===== src/rtl/threeadder_feeder.sv =====
// Bit-serial operand feeder for the three-input serial adder: loads three WIDTH-bit words
// and streams them LSB-first as (a,b,c) triples. Define THREEADDER_FEEDER_PAD_EN for two trailing zero pad triples.
module threeadder_feeder #(
  parameter int WIDTH = 8
) (
  input  logic             clk,
  input  logic             reset,
  input  logic             in_valid,
  output logic             in_ready,
  input  logic [WIDTH-1:0] op_a,
  input  logic [WIDTH-1:0] op_b,
  input  logic [WIDTH-1:0] op_c,
  output logic             a,
  output logic             b,
  output logic             c,
  output logic             bit_valid,
  input  logic             bit_ready,
  output logic             first,
  output logic             last,
  output logic             busy
);

  localparam int CNT_W = $clog2(WIDTH + 2);
  localparam logic [CNT_W-1:0] LAST_BIT = CNT_W'(WIDTH - 1);
`ifdef THREEADDER_FEEDER_PAD_EN
  localparam logic [CNT_W-1:0] PAD_LAST = CNT_W'(WIDTH + 1);
`endif

  typedef enum logic [1:0] {IDLE, SHIFT, PAD} state_t;

  state_t           state;
  logic [WIDTH-1:0] sh_a, sh_b, sh_c;
  logic [CNT_W-1:0] cnt;

  always_ff @(posedge clk) begin
    if (reset) begin
      state    <= IDLE;
      sh_a     <= '0;
      sh_b     <= '0;
      sh_c     <= '0;
      cnt      <= '0;
      in_ready <= 1'b0;
    end else begin
      case (state)
        IDLE: begin
          in_ready <= 1'b1;
          if (in_valid && in_ready) begin
            sh_a     <= op_a;
            sh_b     <= op_b;
            sh_c     <= op_c;
            cnt      <= '0;
            in_ready <= 1'b0;
            state    <= SHIFT;
          end
        end
        SHIFT: begin
          if (bit_ready) begin
            // Zero fill means the registers are already clear when the pad triples go out.
            sh_a <= sh_a >> 1;
            sh_b <= sh_b >> 1;
            sh_c <= sh_c >> 1;
            cnt  <= cnt + 1'b1;
            if (cnt == LAST_BIT) begin
`ifdef THREEADDER_FEEDER_PAD_EN
              state    <= PAD;
`else
              state    <= IDLE;
              in_ready <= 1'b1;
`endif
            end
          end
        end
`ifdef THREEADDER_FEEDER_PAD_EN
        PAD: begin
          if (bit_ready) begin
            cnt <= cnt + 1'b1;
            if (cnt == PAD_LAST) begin
              state    <= IDLE;
              in_ready <= 1'b1;
            end
          end
        end
`endif
        default: begin
          state    <= IDLE;
          in_ready <= 1'b0;
        end
      endcase
    end
  end

  // All outputs are decoded from registered state; nothing passes through from inputs.
  assign a         = sh_a[0];
  assign b         = sh_b[0];
  assign c         = sh_c[0];
  assign bit_valid = (state != IDLE);
  assign busy      = (state != IDLE);
  assign first     = (state == SHIFT) && (cnt == '0);
`ifdef THREEADDER_FEEDER_PAD_EN
  assign last      = (state == PAD) && (cnt == PAD_LAST);
`else
  assign last      = (state == SHIFT) && (cnt == LAST_BIT);
`endif

endmodule


===== config.mk =====
export PLATFORM = sky130hd
export DESIGN_NAME = threeadder_feeder
export DESIGN_NICKNAME = d
export VERILOG_FILES = /design/src/rtl/threeadder_feeder.sv
export SDC_FILE = /design/constraint.sdc
export NUM_CORES = 1
export LEC_CHECK = 0
export ABC_AREA = 0
export BUFFER_PORTS_ARGS = -buffer_cell sky130_fd_sc_hd__buf_2
export CAP_MARGIN = 25
export CORE_ASPECT_RATIO = 0.5
export CORE_MARGIN = 3
export CORE_UTILIZATION = 55
export DETAILED_ROUTE_END_ITERATION = 16
export GPL_ROUTABILITY_DRIVEN = 1
export PLACE_DENSITY = 0.8
export SLEW_MARGIN = 20
export SYNTH_ARGS = -nofsm -noshare
export SYNTH_HDL_FRONTEND = slang
export SYNTH_SLANG_ARGS = --single-unit

===== constraint.sdc =====
create_clock -name clk -period 2.6 [get_ports clk]
set_input_delay 0.52 -clock clk [delete_from_list [all_inputs] [get_ports clk]]
set_output_delay 0.52 -clock clk [all_outputs]
set_load 0.1 [all_outputs]

==> qor.txt, run 1 <==
Outcome = finished clean
YS warnings = 0
Post-CTS Setup Repair Bufs = 0
Initial Util = 62.58%
Share of cells above drive strength 1 = 41.48%
Core ar. = 2387 um2
RSZ-0062 raised after global routing = no
Worst-skew pair later-pin latency = 0.28 ns
Reg2reg end = cnt[3]$_SDFFE_PP0P_
Maximum vdd drop = 0.3321 mV
Power Dens Cells = 639.4 nW/um2
CTS H-Tree Depth = 2
Placed cell count = 203
RePlAce Congestion = 0.7677
Worst setup SP type = flip-flop
Library cells used by synthesis = 28
Register area share after synthesis = 40.20%
Pre-Repair DR Iteration Count = 5
TritonCTS buffer count = 5
Final ANT Viol Nets = 0
Die outline height = 42.86 um
Commonest non-fill, non-tap cell in the layout = buf_2
End of the critical path = first
Port buffer count = 35
Worst setup EP type = output pin
CTS tree = yes
Iter 0 DRT Violations = 71
Post-Syn Instances = 144
WP data required = 2.08 ns
Worst-Margin Slew = 0.5203 ns
Post-Syn Area = 1494 um2
Mapped Nets = 174
NumNets Final = 205
Most frequent cells in the layout = buf_2 (35), dfxtp_1 (29), mux2i_1 (21), a211oi_1 (21), a31o_2 (21)
Final min period = 2.052 ns
Final period util = 78.91%
Worst Setup SP = cnt[0]$_SDFFE_PP0P_
GR peak layer = met2
Largest net degree at the start of global routing = 29
Total Routing Usage GR = 19.94%
M3 GR Usage = 7.415%
DR WL/cell = 14.91 um
Critical Path Fanout Max = 5
Post-route clock skew = 0.003710 ns
Vias in the first global route = 1189
N_diodes = 0
CTS Hold Buffers Added = 0
Met2 GRT Util = 31.84%
Global routing usage on met1 = 24.90%
DP HPWL = 2045 um
Area delta synth->final = 17.34%
Slew headroom = 65.19%
Sum Neg Setup Slack = 0 ns
Synthesized flop and latch total = 30
Crit path kind = reg -> out
Reg-to-Reg Start = state[0]$_SDFFE_PP0P_
Worst hold-check path type = reg -> reg
Slew Limit Fails = 0
Vias per inst = 5.905
Die area = 3416 um2
DR DRC count = 0
CTS Buffer Depth = 2
Max Fclk = 0.4874 GHz
First-pass GRT wire length = 5244 um
Post-Layout Cell Count = 211
CTS root buf = clkbuf_8
Routed WL = 3147 um
TritonCTS Sinks = 30
Leak = 0.7063 nW
Vias after detailed routing = 1246
Mean Syn Cell Area = 10.37 um2
Total gr overflow = 0
Antenna violations before repair = 0
Worst reg-to-reg setup slack = 0.77 ns
Final-report hold violation count = 0
Resize count post-CTS = 0
Arrival @ worst endpoint = 1.53 ns
Worst R2R Path Depth = 4
Top-Level Pins = 36
Die X = 79.71 um
Final setup fails = 0
Max cap viols = 0
Reg clk slew, reported paths = 0.06 ns
FP Rows = 12
[worst min path at each step]
stage,start,to,slack [ns],depth (start not counted)
2_1_floorplan,sh_a[7]$_SDFFE_PP0P_,sh_a[7]$_SDFFE_PP0P_,0.45,2
3_3_place_gp,sh_c[0]$_SDFFE_PP0P_,sh_c[0]$_SDFFE_PP0P_,0.45,1
3_5_place_dp,sh_c[7]$_SDFFE_PP0P_,sh_c[7]$_SDFFE_PP0P_,0.47,2
4_1_cts,sh_c[7]$_SDFFE_PP0P_,sh_c[7]$_SDFFE_PP0P_,0.48,2
5_1_grt,sh_c[7]$_SDFFE_PP0P_,sh_c[7]$_SDFFE_PP0P_,0.50,2
6_report,sh_a[7]$_SDFFE_PP0P_,sh_a[7]$_SDFFE_PP0P_,0.48,2
[state kept, by name, indices dropped and copies added, names as in the netlist]
signal,count
sh_a,8
sh_b,8
sh_c,8
cnt,4
in_ready,1
state,1
[critical path, cell delays in order (launching register included)]
cell	delay (ns)
dfxtp_1	0.34
inv_1	0.07
ha_1	0.13
nor4bb_4	0.25
buf_2	0.46
[layer usage]
layer  wire, um  up-vias
li1           -      613
met1       1567      590
met2       1332       41
met3        225        2
met4         21        0
met5          0        -
[final cells by class]
cell class	count	area, um2
clock buffers	7	86.33
clock inverters	1	5.005
fillers	191	634.4
inverters	3	11.26
multi-input cells	96	797.0
flip-flops and latches	30	604.3
well taps	35	43.79
repair buffers	39	205.2
[report_power, final]
part           switching [mW]  total [mW]  internal, mW
registers              0.0234       0.513         0.490
clock network           0.170       0.383         0.213
logic                   0.143       0.225        0.0816
total                   0.337        1.12         0.784
[Yosys cell counts (all sizes together)]
cell    count  share of area (%)
o21ai       1               0.33
a21oi       6                2.3
nand3b      1                1.3
nand4b      1               0.59
nor4bb      1               0.67
nor2        1               0.25
nand3       5                1.7
nor3b       1               0.50
and4b       1               0.67
inv         3               0.75
nand2       6                1.7
nor3        1               0.33
o21ba       1               0.67
clkbuf      4                1.0
ha          2                1.7
xor2        1               0.59
buf        11                5.7
a211oi     21                 11
a31o       23                 13
and3b       1               0.59
mux2i      21                 14
dfxtp      30                 40
or3         1               0.42
[kinds of logic after synthesis]
kind of cell / share of synthesized area, %
xor gates and xnor gates: 0.5864
DFF: 40.20
muxes: 14.07
buffers and inverters: 7.453
adders and majority gates: 1.675
and+or+nand+nor: 8.711
AOI/OAI and AO/OA: 27.30
[stage by stage]
stage	hold WS [ns]	power, mW	worst slack (ns)	util (%)	instance area, um2
2_1_floorplan	0.4476	0.7043	0.1034	-	1513
3_3_place_gp	0.4514	0.7430	0.8283	69.60	1662
3_5_place_dp	0.4667	0.7465	0.8100	69.60	1662
4_1_cts	0.4770	1.129	0.5390	73.43	1753
5_1_grt	0.4957	1.178	0.4675	73.43	1753
6_report	0.4788	1.121	0.5483	73.43	1753
Note: power is estimated with default switching activity, not from simulation.
==> run 2: changes to the inputs <==
ABC_AREA = 1   (was 0)
CORE_UTILIZATION = 47   (was 55)
PLACE_DENSITY = 0.72   (was 0.8)
clock period = 1.85 ns   (was 2.6 ns; I/O delays follow)
==> run 2 against run 1 <==
Compared with the run above: synthesized cell count up 49%; design area up 2.1%; sequential share of layout area down 0.72 points; non-clock buffer count down 2; clock power up 45%; first-iteration DRC count down 11%; combinational power up 62%; setup slack worse by 0.45 ns; die area up 15%; highest routed layer unchanged; critical path depth unchanged; routed wire length up 1.6%; largest power group unchanged; register-to-register slack worse by 0.29 ns.
==> qor.txt, run 2 <==
Post-synth EDFFs = 0
Port buffer count = 35
M3 GR Usage = 5.776%
Routed WL = 3198 um
Top-Level Pins = 36
Crit path kind = reg -> out
Vias after detailed routing = 1348
CTS H-Tree Depth = 2
Yosys top cell area share = 40.30%
Mapped Nets = 245
Outcome = finished clean
Pre-Repair DR Iteration Count = 4
Worst setup EP type = output pin
DP HPWL = 2035 um
CTS Buffer Depth = 2
Initial Util = 53.26%
Internal power = 1.108 mW
Net switching power = 0.5555 mW
Reg clk slew, reported paths = 0.07 ns
Most frequent cells in the layout = nand2_1 (76), nor2_1 (43), buf_2 (33), dfxtp_1 (29), o21ai_0 (14)
CP peak stage delay = 0.37 ns
Final period util = 94.59%
Worst-Margin Slew = 0.4888 ns
Vias in the first global route = 1172
Total gr overflow = 0
Antenna violations before repair = 0
Final-report hold violation count = 0
Core ar. = 2798 um2
Post-Layout Cell Count = 285
Slew Limit Fails = 0
Count leader, synth = nand2_1
Global routing usage on met1 = 23.24%
Met2 GRT Util = 27.31%
Worst-skew pair later-pin latency = 0.28 ns
Biggest regs = sh_a: 8 flops, sh_b: 8 flops, sh_c: 8 flops
WHS = 0.3365 ns
Synth cell count leaders = nand2_1 (77), nor2_1 (43), dfxtp_1 (30)
First-pass GRT wire length = 5347 um
Die outline height = 45.82 um
RePlAce Congestion = 0.7941
Share of cells above drive strength 1 = 25.00%
TritonCTS Sinks = 30
N_diodes = 0
Die area = 3923 um2
Max Fclk = 0.5715 GHz
RSZ-0062 raised after global routing = no
DR WL/cell = 11.22 um
Crit-path cells = ha_1, nand2_1, nor3_4, buf_12
Iter 0 DRT Violations = 63
Critical Path Fanout Max = 4
Register area share after synthesis = 40.30%
DR DRC count = 0
Synthesized flop and latch total = 30
Total Routing Usage GR = 17.77%
Vias per inst = 4.730
Worst hold-check path type = in -> reg
GR peak layer = met2
Placed cell count = 276
Sequential share of power = 44.8%
Slew headroom = 67.64%
Area delta synth->final = 20.15%
Power Dens Cells = 928.8 nW/um2
Commonest non-fill, non-tap cell in the layout = nand2_1
Primary FF master, synth = dfxtp_1
Async SR Flop Fraction = 0%
Critical-path top delay cell = dfxtp_1
Clk pwr share = 33.4%
CTS Hold Buffers Added = 0
Combinational share of power = 21.9%
Final min period = 1.750 ns
Post-route clock skew = 0.007936 ns
Arrival @ worst endpoint = 1.38 ns
Final ANT Viol Nets = 0
Library cells used by synthesis = 24
Leak = 0.8667 nW
CTS root buf = clkbuf_8
YS warnings = 0
Max cap viols = 0
Mean Syn Cell Area = 6.931 um2
Die X = 85.63 um
FP Rows = 13
Worst setup SP type = flip-flop
Sw frac = 33.40%
Largest net degree at the start of global routing = 26
Cell type with the largest total area after synthesis = dfxtp_1
Maximum vdd drop = 0.5269 mV
Final setup fails = 0
Post-Syn Area = 1490 um2
NumNets Final = 277
TritonCTS buffer count = 5
Sum Neg Setup Slack = 0 ns
Post-Syn Instances = 215
CTS tree = yes
Top post-synthesis cells by area = dfxtp_1 (40%), nand2_1 (19%), nor2_1 (11%), o21ai_0 (4.7%), o21ai_1 (3.0%)
WP data required = 1.48 ns
run 2: cell count changes in the layout (fill, tap and decap cells not counted), sizes merged, moves of 3 or more:
cell and change:
a211oi -21, o21ai +22, nor2 +49, a31o -23
mux2i -21, nand3 -3, nand2 +74
run 2: final timing paths:
check	startpoint	end	slack, ns	cells after the start
max reg2reg	state[0]$_SDFFE_PP0P_	cnt[3]$_SDFFE_PP0P_	0.48	6
min reg2reg	sh_c[7]$_SDFFE_PP0P_	sh_c[7]$_SDFFE_PP0P_	0.47	2
max	cnt[1]$_SDFFE_PP0P_	last	0.10	4
min	op_a[7]	sh_a[7]$_SDFFE_PP0P_	0.34	3
run 2: cells by family after synthesis:
family / share of synthesized area, %
and+or+nand+nor: 39.13
buffers and inverters: 7.976
adders and majority gates: 1.679
DFF: 40.30
AOI/OAI and AO/OA: 10.92
run 2: repair_timing:
action                                  4_1_cts  5_1_grt
buffers inserted                              1        0
resized for setup                             0        0
endpoints found under the setup margin        1        0
run 2: worst max-delay path: cells and delay by family (launching register included):
family | cells | cell delay [ns]
fa+ha+maj | 1 | 0.19
buf+inv | 1 | 0.20
flops | 1 | 0.37
simple gates | 2 | 0.34
run 2: layer usage:
layer	wire, um	up-vias
li1	-	739
met5	0	-
met3	190	6
met2	1372	28
met4	36	0
met1	1599	575
run 2: stage by stage:
step	setup slack [ns]	utilization, %	cell area [um2]	power (mW)
CTS	0.08896	64.00	1790	1.680
floorplan	-0.2238	-	1534	1.060
global placement	0.3201	60.33	1688	1.114
global route	0.02111	64.00	1790	1.746
detailed placement	0.3156	60.33	1688	1.118
finish	0.1001	64.00	1790	1.663
run 2: final cells by class:
cell class	instances	area (um2)
fillers	254	1007
repair buffers	37	220.2
flip-flops and latches	30	604.3
clock buffers	6	82.58
inverters	5	23.77
well taps	37	46.29
multi-input cells	168	800.8
clock inverters	2	12.51
run 2: power groups by stage:
stage / clock (mW) / combinational [mW] / sequential (mW)
finish: 0.555 / 0.364 / 0.744
global placement: 0 / 0.352 / 0.762
global route: 0.596 / 0.400 / 0.750
floorplan: 0 / 0.240 / 0.820
detailed placement: 0 / 0.355 / 0.762
CTS: 0.571 / 0.366 / 0.743
==> run 3: changes to the inputs <==
ABC_AREA = default   (was 1)
==> run 3 against run 2 <==
Compared with the run above: maximum frequency increased by 0.92%; sequential share of layout area decreased by 0.14 points; critical path depth unchanged; non-clock buffer count increased by 5; sequential power decreased by 3.8%; via count decreased by 6.2%; clock power decreased by 11%; die area increased by 0.23%; register-to-register slack improved by 0.02 ns; sequential cell count unchanged; clock skew about the same; largest power group unchanged.
==> qor.txt, run 3 (synthesis results as in run 1) <==
Final period util = 93.73%
Design area = 1802 um2
Final-report hold violation count = 0
Most frequent cells in the layout = buf_2 (33), dfxtp_1 (28), mux2i_1 (21), a211oi_1 (21), a31o_2 (21)
Leak = 0.7198 nW
Vias per inst = 5.856
Worst setup SP type = flip-flop
DR WL/cell = 14.94 um
Vias after detailed routing = 1265
RePlAce Congestion = 0.6461
Arrival @ worst endpoint = 1.36 ns
WHS = 0.3305 ns
Iter 0 DRT Violations = 46
Die X = 85.73 um
Max Fclk = 0.5767 GHz
TritonCTS Sinks = 30
Antenna violations before repair = 0
Share of cells above drive strength 1 = 41.90%
CTS H-Tree Depth = 2
First-pass GRT wire length = 5382 um
Net switching power = 0.4625 mW
CTS root buf = clkbuf_8
CTS Buffer Depth = 2
CTS tree = yes
Crit-path cells = inv_1, ha_1, nor4bb_4, buf_12
Worst-Margin Slew = 0.4843 ns
Commonest non-fill, non-tap cell in the layout = buf_2
Crit path kind = reg -> out
Die area = 3932 um2
Total gr overflow = 0
Dpl cell area = 1710 um2
Critical-path top delay cell = dfxtp_1
Util after Layout = 64.40%
Power Dens Cells = 857.2 nW/um2
Clk pwr share = 31.9%
Reg clk slew, reported paths = 0.06 ns
Max cap viols = 0
Hold Crit Start = op_b[7]
Critical Path Fanout Max = 5
CTS Hold Buffers Added = 0
Vias in the first global route = 1140
Slew Limit Fails = 0
WP data required = 1.48 ns
Biggest regs = sh_a: 8 flops, sh_b: 8 flops, sh_c: 8 flops
Reg-to-Reg Start = state[0]$_SDFFE_PP0P_
CP peak stage delay = 0.35 ns
Resize count post-CTS = 0
Initial Util = 53.40%
Final ANT Viol Nets = 0
Slew headroom = 67.93%
Routed WL = 3227 um
Post-CTS Setup Repair Bufs = 0
Die outline height = 45.87 um
Outcome = finished clean
Internal power = 1.082 mW
Worst Setup SP = cnt[0]$_SDFFE_PP0P_
DP HPWL = 2111 um
Fill count = 235
Post-route clock skew = 0.008292 ns
Port buffer count = 35
NumNets Final = 208
FP Rows = 13
Sequential share of power = 46.3%
Pre-Repair DR Iteration Count = 4
RSZ-0062 raised after global routing = no
Overall Power = 1.544 mW
Worst hold-check path type = in -> reg
Maximum vdd drop = 0.4763 mV
N_diodes = 0
Final worst slack = 0.1160 ns
DR DRC count = 0
Dpl ws = 0.03805 ns
Top-Level Pins = 36
Worst setup EP type = output pin
Combinational share of power = 21.8%
Largest net degree at the start of global routing = 27
Final min period = 1.734 ns
TritonCTS buffer count = 5
Final setup fails = 0
Area delta synth->final = 20.60%
Core ar. = 2798 um2
Worst-skew pair later-pin latency = 0.28 ns
Sw frac = 29.95%
Total Routing Usage GR = 17.84%
run 3: layer usage:
metal	vias up	GRT usage [%]	wire length (um)
met5	-	0	0
li1	625	-	-
met1	610	23.76	1712
met2	25	27.16	1316
met4	0	6.625	38
met3	5	5.957	160
run 3: final timing paths:
kind,slack (ns),depth (start not counted),to
worst max-delay path,0.12,4,first
worst min-delay path,0.33,3,sh_b[7]$_SDFFE_PP0P_
worst max register to register,0.50,4,sh_c[1]$_SDFFE_PP0P_
worst min register to register,0.47,1,sh_c[0]$_SDFFE_PP0P_
run 3: per-stage QoR:
stage,setup TNS (ns),cells
detailed placement,0,207
global placement,0,207
floorplan,-0.6438,144
finish,0,216
global route,0,216
CTS,0,215
run 3: power groups by stage:
stage	Combinational, mW	Clock, mW	Sequential [mW]
2_1_floorplan	0.210	0	0.785
3_3_place_gp	0.329	0	0.728
3_5_place_dp	0.331	0	0.730
4_1_cts	0.332	0.511	0.716
5_1_grt	0.360	0.541	0.721
6_report	0.337	0.492	0.716
run 3: area by class of cell:
type	instances	area [um2]	share of cell area, %
clock buffers	8	80.08	4.444
inverters	3	11.26	0.6250
multi-input cells	96	797.0	44.24
flip-flops and latches	30	605.6	33.61
well taps	37	46.29	2.569
repair buffers	42	261.5	14.51
run 3: worst max-delay path: cells and delay by family, from the launching register on:
kind,cells,cell delay [ns]
DFF,1,0.35
and+or+nand+nor,1,0.32
buffers and inverters,2,0.28
adders and majority gates,1,0.14
